File: src/rtl/matrix_pkg.sv
// Shared constants, state encoding and packing helper for the serial matrix
// transmitter and its shift registers.
package matrix_pkg;

  localparam int DATA_W     = 16;
  localparam int N          = 4;
  localparam int ELEMS      = N * N;
  localparam int FRAME_BITS = ELEMS * DATA_W;
  localparam int CNT_W      = $clog2(FRAME_BITS);

  typedef enum logic [1:0] {
    IDLE = 2'd0,
    SEND = 2'd1,
    DONE = 2'd2
  } tx_state_t;

  // Element 0 must leave first, so it is placed in the most significant slot
  // of the shift storage; each element keeps its own MSB-first bit order.
  function automatic logic [FRAME_BITS-1:0] stream_order(
    input logic [FRAME_BITS-1:0] mat
  );
    logic [FRAME_BITS-1:0] s;
    s = '0;
    for (int k = 0; k < ELEMS; k++) begin
      s[(ELEMS-1-k)*DATA_W +: DATA_W] = mat[k*DATA_W +: DATA_W];
    end
    return s;
  endfunction

endpackage

File: src/rtl/piso_shift.sv
// Parallel-in / serial-out shift register, MSB first, zero-filling from the
// bottom so the serial output returns to 0 once the whole word has left.
module piso_shift #(
  parameter int WIDTH = 256
) (
  input  logic             clk,
  input  logic             rst,
  input  logic             load_i,
  input  logic             shift_i,
  input  logic [WIDTH-1:0] data_i,
  output logic             serial_o
);

  logic [WIDTH-1:0] sr_q;
  logic [WIDTH-1:0] sr_d;

  always_comb begin
    sr_d = sr_q;
    if (load_i) begin
      sr_d = data_i;
    end else if (shift_i) begin
      sr_d = {sr_q[WIDTH-2:0], 1'b0};
    end
  end

  always_ff @(posedge clk) begin
    if (!rst) begin
      sr_q <= '0;
    end else begin
      sr_q <= sr_d;
    end
  end

  // Taken straight from a flop, so the serial line is registered.
  assign serial_o = sr_q[WIDTH-1];

endmodule

File: src/rtl/matrix_serial_tx.sv
// Bit-serial transmitter for a pair of 4x4 operand matrices: captures A and B
// over a valid/ready port and streams them in lock-step with frame marker.
module matrix_serial_tx
  import matrix_pkg::*;
(
  input  logic                     clk,
  input  logic                     rst,
  input  logic                     load_valid,
  output logic                     load_ready,
  input  logic [FRAME_BITS-1:0]    load_a,
  input  logic [FRAME_BITS-1:0]    load_b,
  input  logic                     tx_en,
  output logic                     tx_a_serial,
  output logic                     tx_b_serial,
  output logic                     tx_frame,
  output logic                     tx_active,
  output logic                     tx_done,
  output tx_state_t                dbg_state_o
);

  // Load handshake: a pair is transferred on a rising edge where load_valid
  // and load_ready are both 1; load_ready is only ever high in IDLE, and
  // load_valid in any other state is ignored without acknowledgement.

  tx_state_t        state_q, state_d;
  logic [CNT_W-1:0] cnt_q, cnt_d;
  logic             ready_q, ready_d;
  logic             frame_q, frame_d;
  logic             active_q, active_d;
  logic             done_q, done_d;

  logic             accept;
  logic             shift;
  logic             last_bit;

  assign accept   = (state_q == IDLE) && load_valid && ready_q;
  assign shift    = (state_q == SEND) && tx_en;
  assign last_bit = (cnt_q == CNT_W'(FRAME_BITS - 1));

  always_comb begin
    state_d = state_q;
    cnt_d   = cnt_q;
    frame_d = frame_q;
    done_d  = 1'b0;
    case (state_q)
      IDLE: begin
        if (accept) begin
          state_d = SEND;
          cnt_d   = '0;
          frame_d = 1'b1;
        end
      end
      SEND: begin
        if (tx_en) begin
          frame_d = 1'b0;
          if (last_bit) begin
            state_d = DONE;
            cnt_d   = '0;
            done_d  = 1'b1;
          end else begin
            cnt_d = cnt_q + CNT_W'(1);
          end
        end
      end
      DONE: begin
        state_d = IDLE;
      end
      default: begin
        state_d = IDLE;
        cnt_d   = '0;
        frame_d = 1'b0;
      end
    endcase
    // Status flags are registered copies of the next state.
    ready_d  = (state_d == IDLE);
    active_d = (state_d == SEND);
  end

  always_ff @(posedge clk) begin
    if (!rst) begin
      state_q  <= IDLE;
      cnt_q    <= '0;
      ready_q  <= 1'b0;
      frame_q  <= 1'b0;
      active_q <= 1'b0;
      done_q   <= 1'b0;
    end else begin
      state_q  <= state_d;
      cnt_q    <= cnt_d;
      ready_q  <= ready_d;
      frame_q  <= frame_d;
      active_q <= active_d;
      done_q   <= done_d;
    end
  end

  piso_shift #(.WIDTH(FRAME_BITS)) u_piso_a (
    .clk      (clk),
    .rst      (rst),
    .load_i   (accept),
    .shift_i  (shift),
    .data_i   (stream_order(load_a)),
    .serial_o (tx_a_serial)
  );

  piso_shift #(.WIDTH(FRAME_BITS)) u_piso_b (
    .clk      (clk),
    .rst      (rst),
    .load_i   (accept),
    .shift_i  (shift),
    .data_i   (stream_order(load_b)),
    .serial_o (tx_b_serial)
  );

  assign load_ready  = ready_q;
  assign tx_frame    = frame_q;
  assign tx_active   = active_q;
  assign tx_done     = done_q;
  assign dbg_state_o = state_q;

endmodule

File: config.mk
export PLATFORM = sky130hd
export DESIGN_NAME = matrix_serial_tx
export DESIGN_NICKNAME = d
export VERILOG_FILES = /design/src/rtl/matrix_pkg.sv /design/src/rtl/piso_shift.sv /design/src/rtl/matrix_serial_tx.sv
export SDC_FILE = /design/constraint.sdc
export NUM_CORES = 1
export LEC_CHECK = 0
export CAP_MARGIN = 20
export CELL_PAD_IN_SITES_DETAIL_PLACEMENT = 0
export CELL_PAD_IN_SITES_GLOBAL_PLACEMENT = 1
export CORE_MARGIN = 1.5
export CORE_UTILIZATION = 41
export CTS_CLUSTER_DIAMETER = 30
export DETAILED_ROUTE_END_ITERATION = 16
export PLACE_DENSITY = 0.81
export SLEW_MARGIN = 25
export SYNTH_ARGS = -nofsm -noshare
export SYNTH_HDL_FRONTEND = slang
export SYNTH_HIERARCHICAL = 1
export SYNTH_SLANG_ARGS = --single-unit
File: constraint.sdc
create_clock -name clk -period 2.3 [get_ports clk]
set_input_delay 0.23 -clock clk [delete_from_list [all_inputs] [get_ports clk]]
set_output_delay 0.23 -clock clk [all_outputs]
set_load 0.03 [all_outputs]
==> results of run 1 <==
-- stage by stage --
step / power [mW] / util [%]
after floorplan: 12.8 / -
after global placement: 14.2 / 50.9
after detailed placement: 14.3 / 50.9
after CTS: 31.0 / 57.2
after global routing: 31.8 / 57.3
final: 30.6 / 57.3
-- report_power, final --
group / switching [mW] / internal, mW
clock: 5.06 / 11.4
sequential: 0.363 / 9.95
combinational: 1.46 / 2.37
total: 6.88 / 23.7
-- routing by layer --
layer	up-vias	global-route usage (%)	share of wire [%]
li1	9511	-	-
met1	9223	22.4	42
met2	392	35.0	52
met3	106	3.75	3.8
met4	0	7.54	2.8
met5	-	0	0
-- layout by cell type, fill, tap and decap left out, drive strengths merged --
cell	synthesis	final
a211oi	3	3
a21boi	3	3
a21o	1	1
a21oi	4	4
a31oi	2	2
and2	1	1
and2b	1	1
and3	2	2
buf	119	67
bufinv	0	12
clkbuf	106	162
clkdlybuf4s50	0	522
clkinv	0	24
clkinvlp	0	9
dfxtp	526	526
diode	0	3
dlygate4sd3	0	1
ha	1	1
inv	2	6
mux2	510	510
nand2	7	7
nand2b	510	510
nand3	7	7
nand4	1	1
nand4bb	1	1
nor2	8	8
nor3b	1	1
o211a	510	510
o21ai	2	2
or3b	2	2
xnor2	7	7
-- sequential cells by signal, summed over array words and instances (netlist names) --
register and flops:
tx_active 1, load_ready 1, cnt_q 8, tx_done 1
u_piso_a/sr_q 256, dbg_state_o 2, tx_frame 1, u_piso_b/sr_q 256
-- cell type report --
cell class,instances,area share (%)
well taps,846,2.93
diodes,3,0.0207
flip-flops and latches,526,29.1
clock inverters,49,1.77
repair buffers,590,17.1
clock buffers,162,9.24
multi-input cells,1584,39.8
inverters,2,0.0415
-- how the worst max path moves through the flow --
stage                               from                  to  slack (ns)  cells past startpoint
after global placement             tx_en  u_piso_a/sr_q[203]        0.15                      6
final                     dbg_state_o[0]      dbg_state_o[0]        0.29                      1
after CTS                 dbg_state_o[0]      dbg_state_o[0]        0.25                      1
after floorplan           dbg_state_o[0]   u_piso_a/sr_q[65]        0.22                      6
after detailed placement           tx_en   u_piso_a/sr_q[63]        0.12                      6
after global routing      dbg_state_o[0]      dbg_state_o[0]        0.22                      1
-- logic make-up (layout without fill, tap and decap cells) --
family / count (synthesis) / count (layout)
compound gates: 525 / 525
simple gates: 541 / 541
mux: 510 / 510
buf+inv: 227 / 803
flops: 526 / 526
xor+xnor: 7 / 7
fa+ha+maj: 1 / 1
other cells: 0 / 3
-- timing repair --
item / CTS / global route
setup endpoints to repair: 0 / 0
hold buffers: 1 / 0
hold endpoints to repair: 34 / 0
==> out/metrics.yaml, run 1 <==
grt_setup_unrepaired: "no"
avgSynthCellArea_um2: 11.2
timing.final.hold_violations: 0
critPathLaunchType: "register"
ys_ff_latch: 526
synthMuxAreaShare_pct: 21.8
dpl_worst_slack_ns: 0.119
required_ns: 2.07
syn_inst: 2337
hold_slack_ns: 0.177
hold-path-cell-count: 3
ir_drop_mv: 0.652
yosys_warnings: 6
slew_violations: 0
synth.net_count: 2854
nNetsFinal: 3336
grt_max_degree: 113
cts_made_buffers: 115
cap_violations: 0
antenna_left: 0
synth_area_um2: 26300
syn2layout_area_growth_pct: 37.6
core_area_um2: 63200
seqCellArea_um2: 10500
slowest_stage: "clkdlybuf4s50_1"
num_vias: 19200
ys_types: 32
crit_arrival_ns: 1.78
clkSlewWorstSetupHoldPaths_ns: 0.05
start_util_pct: 41.6
rr_worst_depth: 6
die_w_um: 256
hold_path_class: "in2reg"
overflow: 0
synthArstFlopShare_pct: 0
synthSimpleGateAreaFrac_pct: 12.8
drt_wl_total_um: 65300
ctsResizeCount: 0
hpwlAfterDp_um: 45700
cp_top_family: "buffers and inverters"
p_per_area_nw_per_um2: 845
die_h_um: 256
drive_gt1_share_pct: 20.7
reg2reg_to: "u_piso_b/sr_q[164]"
clock.fmax_ghz: 0.498
r2r_setup_slack_ns: 0.34
synth_top_family_by_area: "multiplexers"
antenna_found_initial: 3
hold_start: "load_b[240]"
finalCriticalPeriod_ns: 2.01
dp_cells: 3547
stdcell_area_um2: 36200
drc: 0
worstPathMaxFanout: 5
cp-end-kind: "output port"
synth_common_cells: "dfxtp_1, nand2b_1, o211a_1"
multi_input_area_um2: 14400
post_cts_buffers: 0
synth_top_area_share_pct: 40.1
rows: 92
final_cells: 3762
clock_path_buffers: 3
drt_iter0_markers: 991
path_cells: "clkdlybuf4s50_1"
num-fill-cells: 5175
synth.top_cells.by_area: "dfxtp_1, o211a_1, mux2_2, nand2b_1, mux2_1"
clock_sinks: 526
min_to: "u_piso_b/sr_q[0]"
max_stage_delay_ns: 0.75
status: "finished, final reports clean"
synth_compound_area_share_pct: 19.8
relSlewSlack_pct: 60.8
cts-root-buf: "clkbuf_16"
fin_skew_ns: 0.0205
insertion_delay_ns: 0.64
yosys.cell_count.top_type: "dfxtp_1"
ios: 524
post-route-period-util_pct: 87.3
worstMarginPinSlew_ns: 0.588
synth_xor_area_share_pct: 0.233
post_drt_wl_per_cell_um: 17.4
gp_congestion: 0.794
path_buf_inv: 1
grt_pass1_wl_um: 105000
r2r_start: "dbg_state_o[1]"
grt_pass1_vias: 20200
cts_tree: "done"
yosysSeqAreaShare_pct: 40.1
dieArea_um2: 65600
synth_top_area_cell: "dfxtp_1"
finalSetupViolations: 0
track_usage_pct: 19.4
via_per_inst: 5.11
worst_slack_ns: 0.291
port-buffer-count: 523
synth-main-ff-cell: "dfxtp_1"
first_pass_iters: 5
finalSetupTns_ns: 0
p_leak_nw: 19.2
synth-edff-count: 0
worstSetupPathType: "reg2out"
htreeDepth: 3
postPlaceCellArea_um2: 32200
synthAdderAreaFrac_pct: 0.0476
Note: power is estimated with default switching activity, not from simulation.
==> run 2: changes to the inputs <==
ABC_AREA = 0   (was not set)
==> results of run 2 <==
Same layout as run 1: the final DEF is identical, and so are final timing and power.
